### config.mk
export PLATFORM = sky130hd
export DESIGN_NAME = inv_clarke_flat
export DESIGN_NICKNAME = d
export VERILOG_FILES = /design/src/rtl/inv_clarke_pkg.sv /design/src/rtl/inv_clarke_if.sv /design/src/rtl/inv_clarke_sat.sv /design/src/rtl/inv_clarke.sv /design/src/flat_wrapper.sv
export SDC_FILE = /design/constraint.sdc
export NUM_CORES = 1
export LEC_CHECK = 0
export CELL_PAD_IN_SITES_DETAIL_PLACEMENT = 0
export CELL_PAD_IN_SITES_GLOBAL_PLACEMENT = 1
export CORE_MARGIN = 2
export CORE_UTILIZATION = 51
export CTS_CLUSTER_DIAMETER = 60
export CTS_CLUSTER_SIZE = 14
export DETAILED_ROUTE_END_ITERATION = 8
export PLACE_DENSITY = 0.9
export SLEW_MARGIN = 20
export SYNTH_ARGS = -nofsm -noshare
export SYNTH_HDL_FRONTEND = slang
export SYNTH_SLANG_ARGS = --single-unit
### constraint.sdc
create_clock -name clk -period 12.1 [get_ports clk]
set_input_delay 2.42 -clock clk [delete_from_list [all_inputs] [get_ports clk]]
set_output_delay 2.42 -clock clk [all_outputs]
set_load 0.03 [all_outputs]
### src/rtl/inv_clarke_pkg.sv
// Shared FOC constants, FSM state encodings and datapath types for the inverse Clarke transform.
// INV_CLARKE_ZSI_EN enables the min/max zero-sequence injection helper in use.
package inv_clarke_pkg;

   localparam int unsigned DW   = 16;   // Q15 sample width
   localparam int unsigned SW   = 18;   // headroom width for phase sums
   localparam int unsigned PW   = 32;   // full multiplier product width
   localparam int unsigned FRAC = 15;   // Q15 fractional bits

   localparam logic signed [DW-1:0] SQRT3_2_Q15 = 16'sd28378;
   localparam logic signed [DW-1:0] INVROOT3    = 16'sd18919;

   typedef enum logic [2:0] {
      ST_IDLE = 3'd0,
      ST_MUL  = 3'd1,
      ST_SUM  = 3'd2,
      ST_ZSI  = 3'd3,
      ST_OUT  = 3'd4
   } foc_state_e;

   typedef struct packed {
      logic signed [SW-1:0] va;
      logic signed [SW-1:0] vb;
      logic signed [SW-1:0] vc;
   } phase18_t;

   // Zero-sequence offset -((max + min) >>> 1) over three unsaturated phases.
   function automatic logic signed [SW-1:0] zs_offset(input phase18_t p);
      logic signed [SW:0] a;
      logic signed [SW:0] b;
      logic signed [SW:0] c;
      logic signed [SW:0] mx;
      logic signed [SW:0] mn;
      logic signed [SW:0] s;
      a  = (SW+1)'($signed(p.va));
      b  = (SW+1)'($signed(p.vb));
      c  = (SW+1)'($signed(p.vc));
      mx = a;
      mn = a;
      if (b > mx) mx = b;
      if (c > mx) mx = c;
      if (b < mn) mn = b;
      if (c < mn) mn = c;
      s  = mx + mn;
      return SW'(-(s >>> 1));
   endfunction

endpackage

### src/rtl/inv_clarke_if.sv
// Sample-in / phase-out bus of the inverse Clarke transform.
interface inv_clarke_if;
   import inv_clarke_pkg::*;

   logic                 in_valid;
   logic                 in_ready;
   logic signed [DW-1:0] alpha;
   logic signed [DW-1:0] beta;
   logic                 out_valid;
   logic signed [DW-1:0] va;
   logic signed [DW-1:0] vb;
   logic signed [DW-1:0] vc;
   logic                 sat;

   modport master (
      output in_valid, alpha, beta,
      input  in_ready, out_valid, va, vb, vc, sat
   );

   modport slave (
      input  in_valid, alpha, beta,
      output in_ready, out_valid, va, vb, vc, sat
   );

endinterface

### src/rtl/inv_clarke_sat.sv
// sat_s18_s16: combinational symmetric clip of an 18-bit signed value to 16 bits, with clip flag.
module sat_s18_s16
   import inv_clarke_pkg::*;
#(
   parameter int SAT_LIM = 32767
) (
   input  logic signed [SW-1:0] x,
   output logic signed [DW-1:0] y_c,
   output logic                 clip_c
);

   localparam logic signed [SW-1:0] POS_LIM = SW'(SAT_LIM);
   localparam logic signed [SW-1:0] NEG_LIM = SW'(-SAT_LIM);

   always_comb begin
      y_c    = DW'(x);
      clip_c = 1'b0;
      if (x > POS_LIM) begin
         y_c    = DW'(POS_LIM);
         clip_c = 1'b1;
      end else if (x < NEG_LIM) begin
         y_c    = DW'(NEG_LIM);
         clip_c = 1'b1;
      end
   end

endmodule

### src/rtl/inv_clarke.sv
// Inverse Clarke transform: alpha/beta (Q15) -> saturated three-phase va/vb/vc, one multiplier.
// Define INV_CLARKE_ZSI_EN to add min/max zero-sequence injection (one extra cycle of latency).
module inv_clarke
   import inv_clarke_pkg::*;
#(
   parameter int SAT_LIM = 32767
) (
   input  logic         clk,
   input  logic         rst_n,
   inv_clarke_if.slave  bus
);

   foc_state_e state_q;
   foc_state_e state_d;

   logic                 in_ready_q;
   logic                 accept_c;
   logic signed [DW-1:0] alpha_q;
   logic signed [DW-1:0] mul_a_q;
   logic signed [DW-1:0] mul_b_q;
   logic signed [PW-1:0] prod_q;
   phase18_t             sum_q;
   phase18_t             sum_c;
   logic signed [SW-1:0] half_c;
   logic signed [SW-1:0] m_c;

   logic signed [DW-1:0] va_q;
   logic signed [DW-1:0] vb_q;
   logic signed [DW-1:0] vc_q;
   logic                 sat_q;
   logic                 out_valid_q;

   logic signed [DW-1:0] va_c;
   logic signed [DW-1:0] vb_c;
   logic signed [DW-1:0] vc_c;
   logic [2:0]           clip_c;

   // in_ready_q mirrors "state is IDLE", so acceptance needs no state decode here.
   assign accept_c = in_ready_q & bus.in_valid;

   always_ff @(posedge clk or negedge rst_n) begin
      if (!rst_n) begin
         state_q <= ST_IDLE;
      end else begin
         state_q <= state_d;
      end
   end

   always_comb begin
      state_d = state_q;
      unique case (state_q)
         ST_IDLE: if (accept_c) state_d = ST_MUL;
         ST_MUL:  state_d = ST_SUM;
`ifdef INV_CLARKE_ZSI_EN
         ST_SUM:  state_d = ST_ZSI;
         ST_ZSI:  state_d = ST_OUT;
`else
         ST_SUM:  state_d = ST_OUT;
`endif
         ST_OUT:  state_d = ST_IDLE;
         default: state_d = ST_IDLE;
      endcase
   end

   // Operand capture on acceptance; beta feeds the multiplier directly.
   always_ff @(posedge clk or negedge rst_n) begin
      if (!rst_n) begin
         alpha_q <= '0;
         mul_a_q <= '0;
         mul_b_q <= '0;
      end else if (accept_c) begin
         alpha_q <= bus.alpha;
         mul_a_q <= bus.beta;
         mul_b_q <= SQRT3_2_Q15;
      end
   end

   always_ff @(posedge clk or negedge rst_n) begin
      if (!rst_n) begin
         prod_q <= '0;
      end else if (state_q == ST_MUL) begin
         prod_q <= PW'(mul_a_q) * PW'(mul_b_q);
      end
   end

   // 18-bit sums: -alpha/2 +/- K*beta cannot wrap at this width.
   always_comb begin
      half_c   = SW'(alpha_q) >>> 1;
      m_c      = SW'(prod_q >>> FRAC);
      sum_c.va = SW'(alpha_q);
      sum_c.vb = m_c - half_c;
      sum_c.vc = -half_c - m_c;
   end

`ifdef INV_CLARKE_ZSI_EN
   logic signed [SW-1:0] vzs_c;
   phase18_t             zsi_c;

   always_comb begin
      vzs_c    = zs_offset(sum_q);
      zsi_c.va = sum_q.va + vzs_c;
      zsi_c.vb = sum_q.vb + vzs_c;
      zsi_c.vc = sum_q.vc + vzs_c;
   end

   always_ff @(posedge clk or negedge rst_n) begin
      if (!rst_n) begin
         sum_q <= '0;
      end else if (state_q == ST_SUM) begin
         sum_q <= sum_c;
      end else if (state_q == ST_ZSI) begin
         sum_q <= zsi_c;
      end
   end
`else
   always_ff @(posedge clk or negedge rst_n) begin
      if (!rst_n) begin
         sum_q <= '0;
      end else if (state_q == ST_SUM) begin
         sum_q <= sum_c;
      end
   end
`endif

   sat_s18_s16 #(.SAT_LIM(SAT_LIM)) u_sat_a (.x(sum_q.va), .y_c(va_c), .clip_c(clip_c[0]));
   sat_s18_s16 #(.SAT_LIM(SAT_LIM)) u_sat_b (.x(sum_q.vb), .y_c(vb_c), .clip_c(clip_c[1]));
   sat_s18_s16 #(.SAT_LIM(SAT_LIM)) u_sat_c (.x(sum_q.vc), .y_c(vc_c), .clip_c(clip_c[2]));

   // Result registers hold between samples; out_valid pulses once per OUT.
   always_ff @(posedge clk or negedge rst_n) begin
      if (!rst_n) begin
         va_q        <= '0;
         vb_q        <= '0;
         vc_q        <= '0;
         sat_q       <= 1'b0;
         out_valid_q <= 1'b0;
         in_ready_q  <= 1'b1;
      end else begin
         out_valid_q <= (state_q == ST_OUT);
         in_ready_q  <= (state_d == ST_IDLE);
         if (state_q == ST_OUT) begin
            va_q  <= va_c;
            vb_q  <= vb_c;
            vc_q  <= vc_c;
            sat_q <= |clip_c;
         end
      end
   end

   assign bus.in_ready  = in_ready_q;
   assign bus.out_valid = out_valid_q;
   assign bus.va        = va_q;
   assign bus.vb        = vb_q;
   assign bus.vc        = vc_q;
   assign bus.sat       = sat_q;

endmodule

### src/flat_wrapper.sv
// flat-port wrapper written by rule: the top's interface ports become plain ports
module inv_clarke_flat import inv_clarke_pkg::*;
#(
   parameter int SAT_LIM = 32767
)
  (clk, rst_n, bus_in_valid, bus_alpha, bus_beta, bus_in_ready, bus_out_valid, bus_va, bus_vb, bus_vc, bus_sat);
  inv_clarke_if bus_i ();
  input  logic clk;
  input  logic rst_n;
  input wire logic [$bits(bus_i.in_valid)-1:0] bus_in_valid;
  input wire logic [$bits(bus_i.alpha)-1:0] bus_alpha;
  input wire logic [$bits(bus_i.beta)-1:0] bus_beta;
  output wire logic [$bits(bus_i.in_ready)-1:0] bus_in_ready;
  output wire logic [$bits(bus_i.out_valid)-1:0] bus_out_valid;
  output wire logic [$bits(bus_i.va)-1:0] bus_va;
  output wire logic [$bits(bus_i.vb)-1:0] bus_vb;
  output wire logic [$bits(bus_i.vc)-1:0] bus_vc;
  output wire logic [$bits(bus_i.sat)-1:0] bus_sat;
  assign bus_i.in_valid = bus_in_valid;
  assign bus_i.alpha = bus_alpha;
  assign bus_i.beta = bus_beta;
  assign bus_in_ready = bus_i.in_ready;
  assign bus_out_valid = bus_i.out_valid;
  assign bus_va = bus_i.va;
  assign bus_vb = bus_i.vb;
  assign bus_vc = bus_i.vc;
  assign bus_sat = bus_i.sat;
  inv_clarke #(.SAT_LIM(SAT_LIM)) u_core (.clk(clk), .rst_n(rst_n), .bus(bus_i));
endmodule
Yosys cells after proc, flatten, opt, wreduce, memory -nomap -nowiden --
Cells that the tools add are included.
Cells by class: add/sub/neg operators 3, $mul 1, order comparisons 6, eq/ne operators 3, mux-type cells 14, bitwise logic cells 1, reduce and logical (&&, ||, !) cells 3
Operators with widths (count):
- $mux 16 | 6
- $gt 18x16->1 const B | 2
- $lt 18x16->1 const B | 2
- $mul 16x15->31 | 1
- $neg 15->18 | 1
- $sub 17x15->18 | 1
- $sub 18x17->18 | 1
- $gt 16x16->1 const B | 1
- $lt 16x16->1 const B | 1
- $pmux 3 s3 | 1
- $logic_not 3->1 | 2
- $mux 1 | 6
- $eq 3x1->1 const B | 1
- $eq 3x2->1 const B | 1
- $eq 3x3->1 const B | 1
- $mux 3 | 1
- $reduce_or 3->1 | 1
- $and 1x1->1 | 1
Storage, ports and cells: register bits 171, logic and storage cells 45

Longest topological paths before layout --
word-level depth 4, depth in mapped cells 24

Hierarchy --
From an unflattened synthesis, not the netlist that was laid out.
Unflattened totals: cell total of the unflattened synthesis 1398, area total of the unflattened synthesis 13444.1 um^2
Modules (own cells, without submodules):
- inv_clarke | instances 1, cells an instance 1266, area an instance 12821.0 um^2, sequential area each 3880.0 um^2
- sat_s18_s16 | instances 3, cells an instance 44, area an instance 207.7 um^2, sequential area each 0.0 um^2

Least setup slack after synthesis --
OpenSTA, ideal clock, no wires.
path type flip-flop to flip-flop, from register u_core.mul_b_q[1] (netlist name), to register u_core.prod_q[23], arrival 6008 ps, path slack 6024 ps, stages on the path, launching flop included 20, path buffers 0, period minus slack after synthesis 6076 ps, cell sequence dfrtp_1 > nand2_1 > inv_1 > ha_1 > fa_1 > inv_1 > fa_1 > fa_1 > fa_1 > inv_1 > fa_1 > inv_1 > ha_1 > a21oi_1 > o21ai_0 > a31o_2 > a311o_2 > a31o_1 > or4_1 > nand3_1
Between the ends: cells in the longest elaborated chain, start to end 1
Ends and longest elaborated chain:
- $mul 16x15->31 | RTL line inv_clarke.sv:82 | prod_q <= PW'(mul_a_q) * PW'(mul_b_q);
- to (signal assigned) | RTL line inv_clarke.sv:82
- to (decl) | RTL line inv_clarke.sv:21 | logic signed [PW-1:0] prod_q;
Every way passes these cells. A chain may end at the register's enable or synchronous reset.

Worst setup path in the final report --
from register u_core.mul_b_q[1] (netlist name), to register u_core.prod_q[23]
Between the ends: cells in the longest elaborated chain, start to end 1
Ends and longest elaborated chain (RTL line):
- $mul 16x15->31 | inv_clarke.sv:82
Every way passes these cells.

==> impl_table.tex <==
\begin{tabular}{lr}
\hline
Metric & Value \\
\hline
\multicolumn{2}{l}{\textbf{Cells and area}} \\
\quad Syn-to-layout area delta & 13.20\% \\
\quad Final layout net count & between 1500 and 2000 \\
\quad Share of layout cells above drive strength 1 & between 6 and 7\% \\
\quad Count of inserted antenna diode cells & 0 \\
\quad Fill count & 2170 \\
\multicolumn{2}{l}{\textbf{CTS}} \\
\quad Post-CTS setup buffer count & 0 \\
\quad Number of buffers inserted during clock tree synthesis & 17 \\
\quad CTS HTree Levels & 4 \\
\quad Clk pin slew, worst setup/hold paths & approximately 70 ps \\
\quad TritonCTS clock tree & yes \\
\quad Hold buffer count at CTS & 0 \\
\quad Source-to-sink clock delay at the later pin of the worst-skew pair & 430 ps \\
\quad CTS Sinks & 155 \\
\quad Total of cells resized after clock tree synthesis & 0 \\
\quad Number of buffers on the longest clock path & 2 \\
\quad Clock tree root driver cell & sky130\_fd\_sc\_hd\_\_clkbuf\_16 \\
\multicolumn{2}{l}{\textbf{STA}} \\
\quad Post-Route Setup TNS & 0 ps \\
\quad Final period util & a little under three fifths \\
\quad Worst-case headroom to the max-slew limit & between 30\% and 40\% \\
\quad Number of max-slew violations in the final report & 0 \\
\quad Worst Max-Slew Pin Slew & between 900 and 1000 ps \\
\quad Max Clk Rate & between 100 and 150 MHz \\
\quad RSZ-0062 raised after global routing & no \\
\quad Final number of setup-violating endpoints & 0 \\
\quad Final Hold Viols & 0 \\
\quad Shortest clock period the worst path allows after layout & a little under 7000 ps \\
\quad Largest clock skew in the final design & 13.91 ps \\
\multicolumn{2}{l}{\textbf{Global route}} \\
\quad Largest net degree at the start of global routing & 97 \\
\quad Global-route wire length before repair & between 40 and 50 mm \\
\quad Number of global-route vias before repair & 9232 \\
\quad Number of antenna violations at the first check in global routing & 0 \\
\quad Remaining Overflow, GRT & 0 \\
\quad Overall track demand over capacity in global routing & 21.60\% \\
\multicolumn{2}{l}{\textbf{Critical path}} \\
\quad Number of buffers and inverters on the critical path & 5 \\
\quad Critical register-to-register path startpoint & u\_core.mul\_b\_q[1] \\
\quad Worst setup SP type & flip-flop \\
\quad Critical-path cell with the highest stage delay & sky130\_fd\_sc\_hd\_\_inv\_1 \\
\quad Setup CP Type & reg -> reg \\
\quad Count of cells along the worst register-to-register path & 20 \\
\quad Sequence of cells on the critical path & buf\_4 -> nand2\_1 -> inv\_1 -> ha\_1 -> fa\_1 -> inv\_1 -> fa\_1 -> fa\_1 -> fa\_1 -> inv\_1 -> fa\_1 -> inv\_1 -> ha\_1 -> a21oi\_1 -> o21ai\_0 -> a31o\_2 -> a311o\_2 -> a31o\_1 -> or4\_1 -> nand3\_1 \\
\quad Gate family responsible for the most delay along the worst path & adder cells \\
\quad Required @ worst endpoint & 12460 ps \\
\quad Register-to-register path setup slack & slightly above 5000 ps \\
\quad Most common cell on crit path & sky130\_fd\_sc\_hd\_\_fa\_1 \\
\quad Critical Path Fanout Max & 48 \\
\quad Critical Path Start & u\_core.mul\_b\_q[1] \\
\quad Stage delay of the slowest cell on the critical path & $\sim$560 ps \\
\quad Worst setup endpoint & u\_core.prod\_q[23] \\
\quad Sort of element at the end of the critical path & flip-flop \\
\quad Number of logic stages on the critical path including buffering & 20 \\
\quad Worst reg2reg endpoint & u\_core.prod\_q[23] \\
\quad Data arrival time at the worst-slack endpoint & approximately 7300 ps \\
\multicolumn{2}{l}{\textbf{Logic synthesis}} \\
\quad Dominant combinational cell family by area after synthesis & adder cells \\
\quad Xor-xnor portion of the synthesized cell area & under 10\% \\
\quad Net count after synthesis & $\sim$1700 \\
\quad Multiplexer area fraction after synthesis & 3.078\% \\
\quad Simple-gate area share of the yosys netlist & between 10 and 15\% \\
\quad Netlist cell types & 64 \\
\quad Gate count of the mapped netlist & 1370 \\
\quad Arithmetic-cell share of the synthesized area counting full adders, half adders and majority gates & about 30\% \\
\quad Total of warnings raised by yosys & 0 \\
\quad Compound-Gate Fraction of Synth Area & between 10\% and 20\% \\
\quad Mapped Avg Cell Area & between 9 and 10 um\^{}2 \\
\quad Number of enable-type register cells in the synthesized netlist & 0 \\
\quad Sequential area share after synthesis & between 20 and 30\% \\
\quad Syn Std Cell Area & roughly 13000 um\^{}2 \\
\quad Post-synth ARST share & 100.0\% \\
\quad Primary FF master, synth & sky130\_fd\_sc\_hd\_\_dfrtp\_1 \\
\quad Post-synthesis sequential element count & roughly 160 \\
\multicolumn{2}{l}{\textbf{Status}} \\
\quad Status & complete, no violations \\
\multicolumn{2}{l}{\textbf{Detailed routing}} \\
\quad DRC errors left & 0 \\
\quad WL per Instance & between 15 and 20 um \\
\quad First drt pass iteration count & 5 \\
\quad Via count & between 9000 and 10000 \\
\quad Antenna-violating nets left & 0 \\
\quad Iteration-0 DRC count of the detailed router & 562 \\
\quad Wirelength, routed & 27.31 mm \\
\quad Post-DR vias/cell & roughly 5.2 \\
\multicolumn{2}{l}{\textbf{Floorplanning}} \\
\quad Number of primary I/O pins & between 80 and 90 \\
\quad Starting utilization of the core area & between 50\% and 60\% \\
\quad Number of standard-cell rows in the floorplan & between 50 and 60 \\
\quad Core area & between 20000 and 30000 um\^{}2 \\
\quad Floorplan die area & between 20000 and 30000 um\^{}2 \\
\quad Floorplan die width & 164.0 um \\
\quad Die height & between 150 and 200 um \\
\multicolumn{2}{l}{\textbf{Placed design}} \\
\quad Hpwl dp & about 22 mm \\
\quad Routability congestion estimate & slightly below 0.9 \\
\quad Number of port buffers & 85 \\
\multicolumn{2}{l}{\textbf{Run}} \\
\quad Max-cap viol count & 0 \\
\multicolumn{2}{l}{\textbf{Worst hold path}} \\
\quad Path type of the worst min-delay path & reg -> reg \\
\hline
\end{tabular}
==> worst reg2reg max path: stages (launching register included) <==
cell                      delay, ps
sky130_fd_sc_hd__dfrtp_1        320
sky130_fd_sc_hd__buf_4          350
sky130_fd_sc_hd__nand2_1        480
sky130_fd_sc_hd__inv_1          570
sky130_fd_sc_hd__ha_1           380
sky130_fd_sc_hd__fa_1           490
sky130_fd_sc_hd__inv_1           50
sky130_fd_sc_hd__fa_1           510
sky130_fd_sc_hd__fa_1           440
sky130_fd_sc_hd__fa_1           540
sky130_fd_sc_hd__inv_1           50
sky130_fd_sc_hd__fa_1           500
sky130_fd_sc_hd__inv_1           40
sky130_fd_sc_hd__ha_1           320
sky130_fd_sc_hd__a21oi_1        230
sky130_fd_sc_hd__o21ai_0        130
sky130_fd_sc_hd__a31o_2         260
sky130_fd_sc_hd__a311o_2        420
sky130_fd_sc_hd__a31o_1         260
sky130_fd_sc_hd__or4_1          400
sky130_fd_sc_hd__nand3_1         90
==> kinds of logic after synthesis <==
| group | count (synthesis) |
|---|---|
| adders and majority gates | 251 |
| and+or+nand+nor | 358 |
| buffers and inverters | 274 |
| xor gates and xnor gates | 63 |
| muxes | 36 |
| DFF | 155 |
| AOI/OAI and AO/OA | 233 |
==> area by class of cell <==
type | instances | area (um^2) | share of cell area [%]
Clock inverter | 14 | 155.1 | 1.050
Inverter | 225 | 844.6 | 5.717
Clock buffer | 18 | 429.2 | 2.905
Tap cell | 330 | 412.9 | 2.795
Multi-Input combinational cell | 941 | 8138 | 55.09
Timing Repair Buffer | 93 | 912.1 | 6.175
Sequential cell | 155 | 3880 | 26.27
==> synth_stat cells, types with 4 or more instances <==
library cell | number | share of area, %
sky130_fd_sc_hd__o21ai_0 | 87 | 3.3
sky130_fd_sc_hd__nor4_1 | 13 | 0.62
sky130_fd_sc_hd__a31oi_1 | 15 | 0.72
sky130_fd_sc_hd__nand4_1 | 7 | 0.34
sky130_fd_sc_hd__clkbuf_1 | 45 | 1.3
sky130_fd_sc_hd__nand3_1 | 19 | 0.73
sky130_fd_sc_hd__and2_1 | 26 | 1.2
sky130_fd_sc_hd__a31o_2 | 5 | 0.34
sky130_fd_sc_hd__xor2_1 | 28 | 1.9
sky130_fd_sc_hd__o41ai_1 | 4 | 0.27
sky130_fd_sc_hd__a211oi_1 | 4 | 0.23
sky130_fd_sc_hd__nand2_1 | 146 | 4.2
sky130_fd_sc_hd__nor2b_1 | 7 | 0.34
sky130_fd_sc_hd__ha_1 | 135 | 13
sky130_fd_sc_hd__nand2b_1 | 20 | 0.96
sky130_fd_sc_hd__nor3_1 | 15 | 0.58
sky130_fd_sc_hd__a21o_1 | 18 | 1.0
sky130_fd_sc_hd__nor2_1 | 71 | 2.0
sky130_fd_sc_hd__dfrtp_1 | 154 | 30
sky130_fd_sc_hd__a21oi_1 | 37 | 1.4
sky130_fd_sc_hd__mux2_2 | 33 | 2.8
sky130_fd_sc_hd__o31ai_1 | 33 | 1.9
sky130_fd_sc_hd__and3_1 | 16 | 0.77
sky130_fd_sc_hd__xnor2_1 | 35 | 2.3
sky130_fd_sc_hd__inv_1 | 224 | 6.4
sky130_fd_sc_hd__o21bai_1 | 5 | 0.29
sky130_fd_sc_hd__fa_1 | 116 | 18
==> registers in the layout, summed over array words and instances (netlist names) <==
register / flops
u_core.alpha_q: 16
u_core.bus.in_ready: 1
u_core.bus.out_valid: 1
u_core.bus.sat: 1
u_core.bus.va: 16
u_core.bus.vb: 16
u_core.bus.vc: 16
u_core.mul_a_q: 16
u_core.mul_b_q: 1
u_core.prod_q: 17
u_core.state_q: 3
u_core.sum_q: 51
==> through the flow <==
step	utilization, %	area (um^2)	hold slack (ps)	cells	setup WS, ps
after floorplan	-	13050	433.1	1370	6024
after global placement	56.34	14190	446.0	1744	5326
after detailed placement	56.34	14190	457.1	1744	5247
after CTS	58.66	14770	479.3	1776	5193
after global routing	58.66	14770	497.1	1776	4830
final	58.66	14770	474.4	1776	5199
==> worst min path at each step <==
| stage | startpoint | endpoint | slack (ps) | depth (start not counted) |
|---|---|---|---|---|
| 4_1_cts | u_core.alpha_q[0] | u_core.sum_q[36] | 480 | 2 |
| 3_5_place_dp | u_core.alpha_q[0] | u_core.sum_q[36] | 460 | 2 |
| 6_report | u_core.bus.vb[6] | u_core.bus.vb[6] | 470 | 2 |
| 5_1_grt | u_core.bus.vc[14] | u_core.bus.vc[14] | 500 | 2 |
| 2_1_floorplan | u_core.alpha_q[0] | u_core.sum_q[36] | 430 | 2 |
| 3_3_place_gp | u_core.alpha_q[0] | u_core.sum_q[36] | 450 | 2 |
==> placed cells by master (no fill, tap or decap), drive strengths merged, types with 20 or more instances in the layout <==
cell / n
clkdlybuf4s50: 84
o31ai: 33
inv: 230
nand2: 146
o21ai: 88
nand2b: 20
dfrtp: 154
mux2: 33
and2: 26
xor2: 28
a21oi: 38
ha: 135
fa: 116
xnor2: 35
nor2: 71
==> layer usage <==
layer	vias up	routed length, um	global-route usage, %
li1	4621	-	-
met1	4418	12420	28.60
met2	167	13620	37.43
met3	33	730	2.551
met4	0	539	6.300
met5	-	0	0
Power is left out: the tool's default activity adds up to more than one toggle a clock period on the data nets, which glitch-free logic cannot reach.
